===== src/rtl/pulser_pkg.sv =====
// Shared types and constants for the delay pulse sequencer.
package pulser_pkg;

  localparam int unsigned N_CH               = 8;
  localparam int unsigned DLY_W              = 16;
  localparam int unsigned PULSE_BITS_DEFAULT = 32;
  // One extra bit so delay + pulse length never wraps.
  localparam int unsigned CNT_W              = DLY_W + 1;

  typedef enum logic [1:0] {
    StIdle,
    StArm,
    StRun,
    StDone
  } state_e;

endpackage


===== src/rtl/pulse_lane.sv =====
// One transmit lane: window compare against the shared burst time and
// MSB-first selection of the pulse shape bit, registered onto the pin.
module pulse_lane
  import pulser_pkg::*;
#(
  parameter int unsigned PULSE_BITS = PULSE_BITS_DEFAULT
) (
  input  logic                  clk,
  input  logic                  rst,
  input  logic                  run,
  input  logic [CNT_W-1:0]      t,
  input  logic [DLY_W-1:0]      d_n,
  input  logic                  sel_n,
  input  logic [PULSE_BITS-1:0] shape,
  output logic                  tx
);

  localparam int unsigned      IdxW     = $clog2(PULSE_BITS);
  localparam logic [CNT_W-1:0] PulseLen = CNT_W'(PULSE_BITS);

  logic [CNT_W-1:0] d_ext;
  logic [CNT_W-1:0] offs;
  logic [IdxW-1:0]  idx;
  logic             in_win;
  logic             tx_d;

  // Window check and bit select; idx is only meaningful inside the window.
  always_comb begin
    d_ext  = {1'b0, d_n};
    offs   = t - d_ext;
    idx    = IdxW'(PulseLen - CNT_W'(1) - offs);
    in_win = (t >= d_ext) && (t < d_ext + PulseLen);
    tx_d   = 1'b0;
    if (run && sel_n && in_win) begin
      tx_d = shape[idx];
    end
  end

  // Output register; anything outside RUN drives the pin low.
  always_ff @(posedge clk) begin
    if (rst) begin
      tx <= 1'b0;
    end else begin
      tx <= tx_d;
    end
  end

endmodule


===== src/rtl/delay_pulse_sequencer.sv =====
// Transmit burst sequencer: on fire, latches the channel configuration and
// shifts the pulse shape out of every enabled channel after its own delay.
// Optional build macro PULSER_ABORT_EN adds an abort input that cancels an
// armed or running burst without a done pulse.
module delay_pulse_sequencer
  import pulser_pkg::*;
#(
  parameter int unsigned PULSE_BITS = PULSE_BITS_DEFAULT
) (
  input  logic                  clk,
  input  logic                  rst,
`ifdef PULSER_ABORT_EN
  input  logic                  abort,
`endif
  input  logic                  fire,
  input  logic                  cfg_busy,
  input  logic [N_CH-1:0]       channel_select,
  input  logic [PULSE_BITS-1:0] pulse_shape,
  input  logic [DLY_W-1:0]      ch0delay,
  input  logic [DLY_W-1:0]      ch1delay,
  input  logic [DLY_W-1:0]      ch2delay,
  input  logic [DLY_W-1:0]      ch3delay,
  input  logic [DLY_W-1:0]      ch4delay,
  input  logic [DLY_W-1:0]      ch5delay,
  input  logic [DLY_W-1:0]      ch6delay,
  input  logic [DLY_W-1:0]      ch7delay,
  output logic [N_CH-1:0]       tx_out,
  output logic                  busy,
  output logic                  done
);

  localparam logic [CNT_W-1:0] PulseLen = CNT_W'(PULSE_BITS);

  state_e                state_q, state_d;
  logic [CNT_W-1:0]      t_q, t_d;
  logic [CNT_W-1:0]      end_q, end_d;
  logic [N_CH-1:0]       sel_q;
  logic [PULSE_BITS-1:0] shape_q;
  logic [DLY_W-1:0]      dly_in [N_CH];
  logic [DLY_W-1:0]      dly_q  [N_CH];
  logic [DLY_W-1:0]      max_dly;
  logic                  load;
  logic                  run;
  logic                  busy_d;
  logic                  done_d;

  // Gather the per-channel delay ports into an array.
  always_comb begin
    dly_in[0] = ch0delay;
    dly_in[1] = ch1delay;
    dly_in[2] = ch2delay;
    dly_in[3] = ch3delay;
    dly_in[4] = ch4delay;
    dly_in[5] = ch5delay;
    dly_in[6] = ch6delay;
    dly_in[7] = ch7delay;
  end

  // Largest delay among the latched, selected channels (0 for an empty mask).
  always_comb begin
    max_dly = '0;
    for (int unsigned n = 0; n < N_CH; n++) begin
      if (sel_q[n] && (dly_q[n] > max_dly)) begin
        max_dly = dly_q[n];
      end
    end
  end

  // Next-state, counter and status logic.
  always_comb begin
    state_d = state_q;
    t_d     = t_q;
    end_d   = end_q;
    busy_d  = busy;
    done_d  = 1'b0;
    load    = 1'b0;
    run     = 1'b0;
    unique case (state_q)
      StIdle: begin
        if (fire && !cfg_busy) begin
          load    = 1'b1;
          busy_d  = 1'b1;
          state_d = StArm;
        end
      end
      StArm: begin
        end_d   = {1'b0, max_dly} + PulseLen;
        t_d     = '0;
        state_d = StRun;
      end
      StRun: begin
        run = 1'b1;
        t_d = t_q + CNT_W'(1);
        if (t_q == end_q - CNT_W'(1)) begin
          state_d = StDone;
        end
      end
      StDone: begin
        done_d  = 1'b1;
        busy_d  = 1'b0;
        state_d = StIdle;
      end
      default: state_d = StIdle;
    endcase
`ifdef PULSER_ABORT_EN
    // Abort only bites while a burst is armed or running.
    if (abort && ((state_q == StArm) || (state_q == StRun))) begin
      state_d = StIdle;
      busy_d  = 1'b0;
      run     = 1'b0;
    end
`endif
  end

  // State, counters, status outputs and latched configuration.
  always_ff @(posedge clk) begin
    if (rst) begin
      state_q <= StIdle;
      t_q     <= '0;
      end_q   <= '0;
      busy    <= 1'b0;
      done    <= 1'b0;
      sel_q   <= '0;
      shape_q <= '0;
      for (int unsigned n = 0; n < N_CH; n++) begin
        dly_q[n] <= '0;
      end
    end else begin
      state_q <= state_d;
      t_q     <= t_d;
      end_q   <= end_d;
      busy    <= busy_d;
      done    <= done_d;
      if (load) begin
        sel_q   <= channel_select;
        shape_q <= pulse_shape;
        for (int unsigned n = 0; n < N_CH; n++) begin
          dly_q[n] <= dly_in[n];
        end
      end
    end
  end

  for (genvar g = 0; g < N_CH; g++) begin : gen_lane
    pulse_lane #(
      .PULSE_BITS(PULSE_BITS)
    ) u_lane (
      .clk  (clk),
      .rst  (rst),
      .run  (run),
      .t    (t_q),
      .d_n  (dly_q[g]),
      .sel_n(sel_q[g]),
      .shape(shape_q),
      .tx   (tx_out[g])
    );
  end

endmodule


===== config.mk =====
export PLATFORM = sky130hd
export DESIGN_NAME = delay_pulse_sequencer
export DESIGN_NICKNAME = d
export VERILOG_FILES = /design/src/rtl/pulser_pkg.sv /design/src/rtl/pulse_lane.sv /design/src/rtl/delay_pulse_sequencer.sv
export SDC_FILE = /design/constraint.sdc
export NUM_CORES = 1
export LEC_CHECK = 0
export ABC_AREA = 1
export CAP_MARGIN = 20
export CORE_MARGIN = 2
export CORE_UTILIZATION = 40
export CTS_BUF_LIST = sky130_fd_sc_hd__clkbuf_2
export CTS_CLUSTER_SIZE = 10
export DETAILED_ROUTE_END_ITERATION = 16
export PLACE_DENSITY = 0.69
export SYNTH_ARGS = -nofsm -noshare
export SYNTH_HDL_FRONTEND = slang
export SYNTH_SLANG_ARGS = --single-unit

===== constraint.sdc =====
create_clock -name clk -period 15.98 [get_ports clk]
set_input_delay 3.196 -clock clk [delete_from_list [all_inputs] [get_ports clk]]
set_output_delay 3.196 -clock clk [all_outputs]
set_load 0.02 [all_outputs]

==> flow_summary.toml <==
[run_status]
status = "finished, final reports clean"

[global_routing]
grt_pass1_vias = 20030
grt_first_pass_wirelength_um = 110000
grt_max_degree = 83
grtUsageTotal_pct = 24.50
overflow = 0
antenna_found_initial = 2

[floorplanning]
chipWidth_um = 240.3
dieArea_um2 = 57770
initial_core_util_pct = 40.48
die_y_um = 240.3
pin_count = 182
rows = 86
fp.coreArea_um2 = 55200

[sta]
clock-skew-final_ps = 160.3
slew_headroom_pct = 18.81
fin_tns_setup_ps = 0
finalWorstSetupSlack_ps = 1748
rsz0062_at_grt = "no"
clock.fmax_ghz = 0.07026
hold_violations = 0
worstMarginPinSlew_ps = 1187
period_minus_slack_ps = 14230
finalSetupViolations = 0
drv_slew = 0
whs_ps = 448.9
finalCritPeriodShare_pct = 89.06

[synth]
synth_ff_type = "edfxtp_1"
synthDistinctLibCells = 64
synth_top_area_share_pct = 20.50
yosysWarnings = 0
synth_top_cell_by_area = "ha_1"
async_reset_ff_share_pct = 0
synth_xor_area_share_pct = 4.821
synth_edf_count = 128
yosysSeqAreaShare_pct = 24.91
syn-cell-area_um2 = 22340
synth_mux_area_share_pct = 0
ys_seq_elements = 214
synth_top_family_by_area = "adder cells"
synthSimpleGateAreaFrac_pct = 20.72
syn_inst = 3068
avgSynthCellArea_um2 = 7.283
synth_nets = 3614
synth_compound_area_share_pct = 18.48
synthAdderAreaFrac_pct = 21.21
synth.area.top_cells = "ha_1 (20%), edfxtp_1 (17%), dfxtp_1 (7.7%)"

[clocking]
cts_sinks = 214
clockBufferDepth = 3
cts_tree = "built"
htreeDepth = 2
cts-buffers-inserted = 58
cts-hold-fix-buffers = 0
clock_latency_ps = 1120
clk_pin_slew_ps = 180
root_buffer = "clkbuf_2"

[power]
p_leak_uw = 0.01230
clockPowerShare_pct = 18.2
power_frac_seq_pct = 29.1
swShare_pct = 47.94
p_per_area_nw_per_um2 = 108.2
ir_drop_v = 0.00004756
p_comb_share_pct = 52.7
power.switching_uw = 1326
p_int_uw = 1439

[worst_setup_path]
start_kind = "flip-flop"
end_kind = "flip-flop"
crit_fanout = 32
arrival_ps = 15170
worst-path-buf-inv = 7
critPathSlowestCell = "edfxtp_1"
slowest_delay_ps = 470
cp_top_family = "simple AND/OR/NAND/NOR gates"
cp_common_cell = "nand2_1"
crit_required_ps = 16920
path_class = "reg -> reg"

[finish]
final_nets = 3777
fin_util_pct = 46.29
stdcell_count = 4029
syn2layout_area_growth_pct = 14.36
drive_above_1_share_pct = 6.220

[routing]
drt.antenna.violating_nets = 0
wire_per_inst_um = 17.63
num_vias = 21610
drc = 0
drtPass1Iterations = 7
routed_wl_um = 71020
viasPerCell = 5.363
dr.first_iter.drc_count = 1549

[place]
place_ws_ps = 1137
port_buffers = 181
hpwl_um = 53770
dp_cells = 3914
gp_congestion = 0.9503

[min_path]
hp-class = "reg -> reg"

[run]
cap_violations = 0
==> power groups by stage <==
stage / Sequential (µW) / Clock, µW / Combinational (µW)
after floorplan: 752 / 0 / 1090
after global placement: 813 / 0 / 1410
after detailed placement: 811 / 0 / 1420
after CTS: 800 / 519 / 1430
after global routing: 811 / 546 / 1650
final: 804 / 504 / 1460
==> cells in the mapped netlist (6+ instances only) <==
library cell,count
a21oi_1,227
fa_1,8
o211ai_1,57
o21a_1,17
nand2_2,26
nand4_1,41
clkinv_1,13
o221a_2,6
nor2_1,316
o2111ai_1,9
o22ai_1,27
a2111oi_0,11
dfxtp_1,86
inv_2,15
xnor2_1,30
xor2_1,93
a211oi_1,22
nor4_1,19
o21ai_1,9
edfxtp_1,128
inv_1,445
buf_4,8
nor3_1,53
a21o_1,9
nand3_1,137
ha_1,366
o21ai_0,295
o21bai_1,9
nand2_1,435
clkbuf_1,78
==> worst reg2reg max path, delay by kind of cell (launching register included) <==
kind	cells	cell delay [ps]
adder cells (fa/ha/maj)	8	2410
buffers and inverters	7	850
flip-flops	1	470
AO/OA/AOI/OAI	18	3620
AND/OR/NAND/NOR	47	6650
==> area by class of cell <==
class / count / area, µm²
timing repair buffer: 201 / 1957
fill: 5669 / 29650
tap: 748 / 935.9
inverter: 473 / 1779
clock buffer: 76 / 380.4
sequential: 214 / 5570
multi-input combinational: 2283 / 14620
clock inverter: 33 / 309.0
antenna: 1 / 2.502
==> final timing paths <==
kind	slack, ps	end	cells after the start	from
max reg2reg	1750	end_q[13]	80	dly_q[0][3]
min reg2reg	450	busy	2	busy
max	1750	end_q[13]	80	dly_q[0][3]
min	450	busy	2	busy
==> layer usage <==
layer	global-route usage, %	wire [µm]	up-vias
li1	-	-	10820
met3	2.974	4677	169
met1	31.71	30620	9861
met4	9.863	2681	0
met2	41.36	33040	760
met5	0	0	-
==> what timing repair did <==
item,in CTS,in global routing
endpoints found under the setup margin,0,13
gates resized for setup,0,6
setup buffers,0,4
==> registers in the layout, indices dropped and copies added, names as in the netlist <==
name                cells
t_q                    17
state_q                 2
end_q                  17
busy                    1
done                    1
sel_q                   8
shape_q                32
dly_q                 128
gen_lane.u_lane.tx      8
==> cells in the final DEF (no fill, tap or decap), types with 22 or more instances in the layout <==
cell and n:
inv_1 444, a21oi_1 227, dfxtp_1 82, o211ai_1 57, a211oi_1 22, nand3_1 136, nand4_1 41, clkdlybuf4s50_1 180
o22ai_1 27, ha_1 366, edfxtp_1 128, xnor2_1 30, xor2_1 93, clkbuf_2 76, nand2_1 434, o21ai_0 295
nand2_2 24, nor3_1 53, nor2_1 316
==> cell families (layout without fill, tap and decap cells) <==
kind of cell,after synthesis,count (layout)
buffers and inverters,572,783
other,0,1
AND/OR/NAND/NOR,1063,1064
adder cells (fa/ha/maj),374,374
flip-flops,214,214
AO/OA/AOI/OAI,722,722
XOR/XNOR,123,123
==> through the flow <==
step	instance area [µm²]	total power, µW
after floorplan	22340	1840
after global placement	24800	2222
after detailed placement	24800	2236
after CTS	25490	2750
after global routing	25550	3010
final	25550	2765
Note: power is estimated with default switching activity, not from simulation.
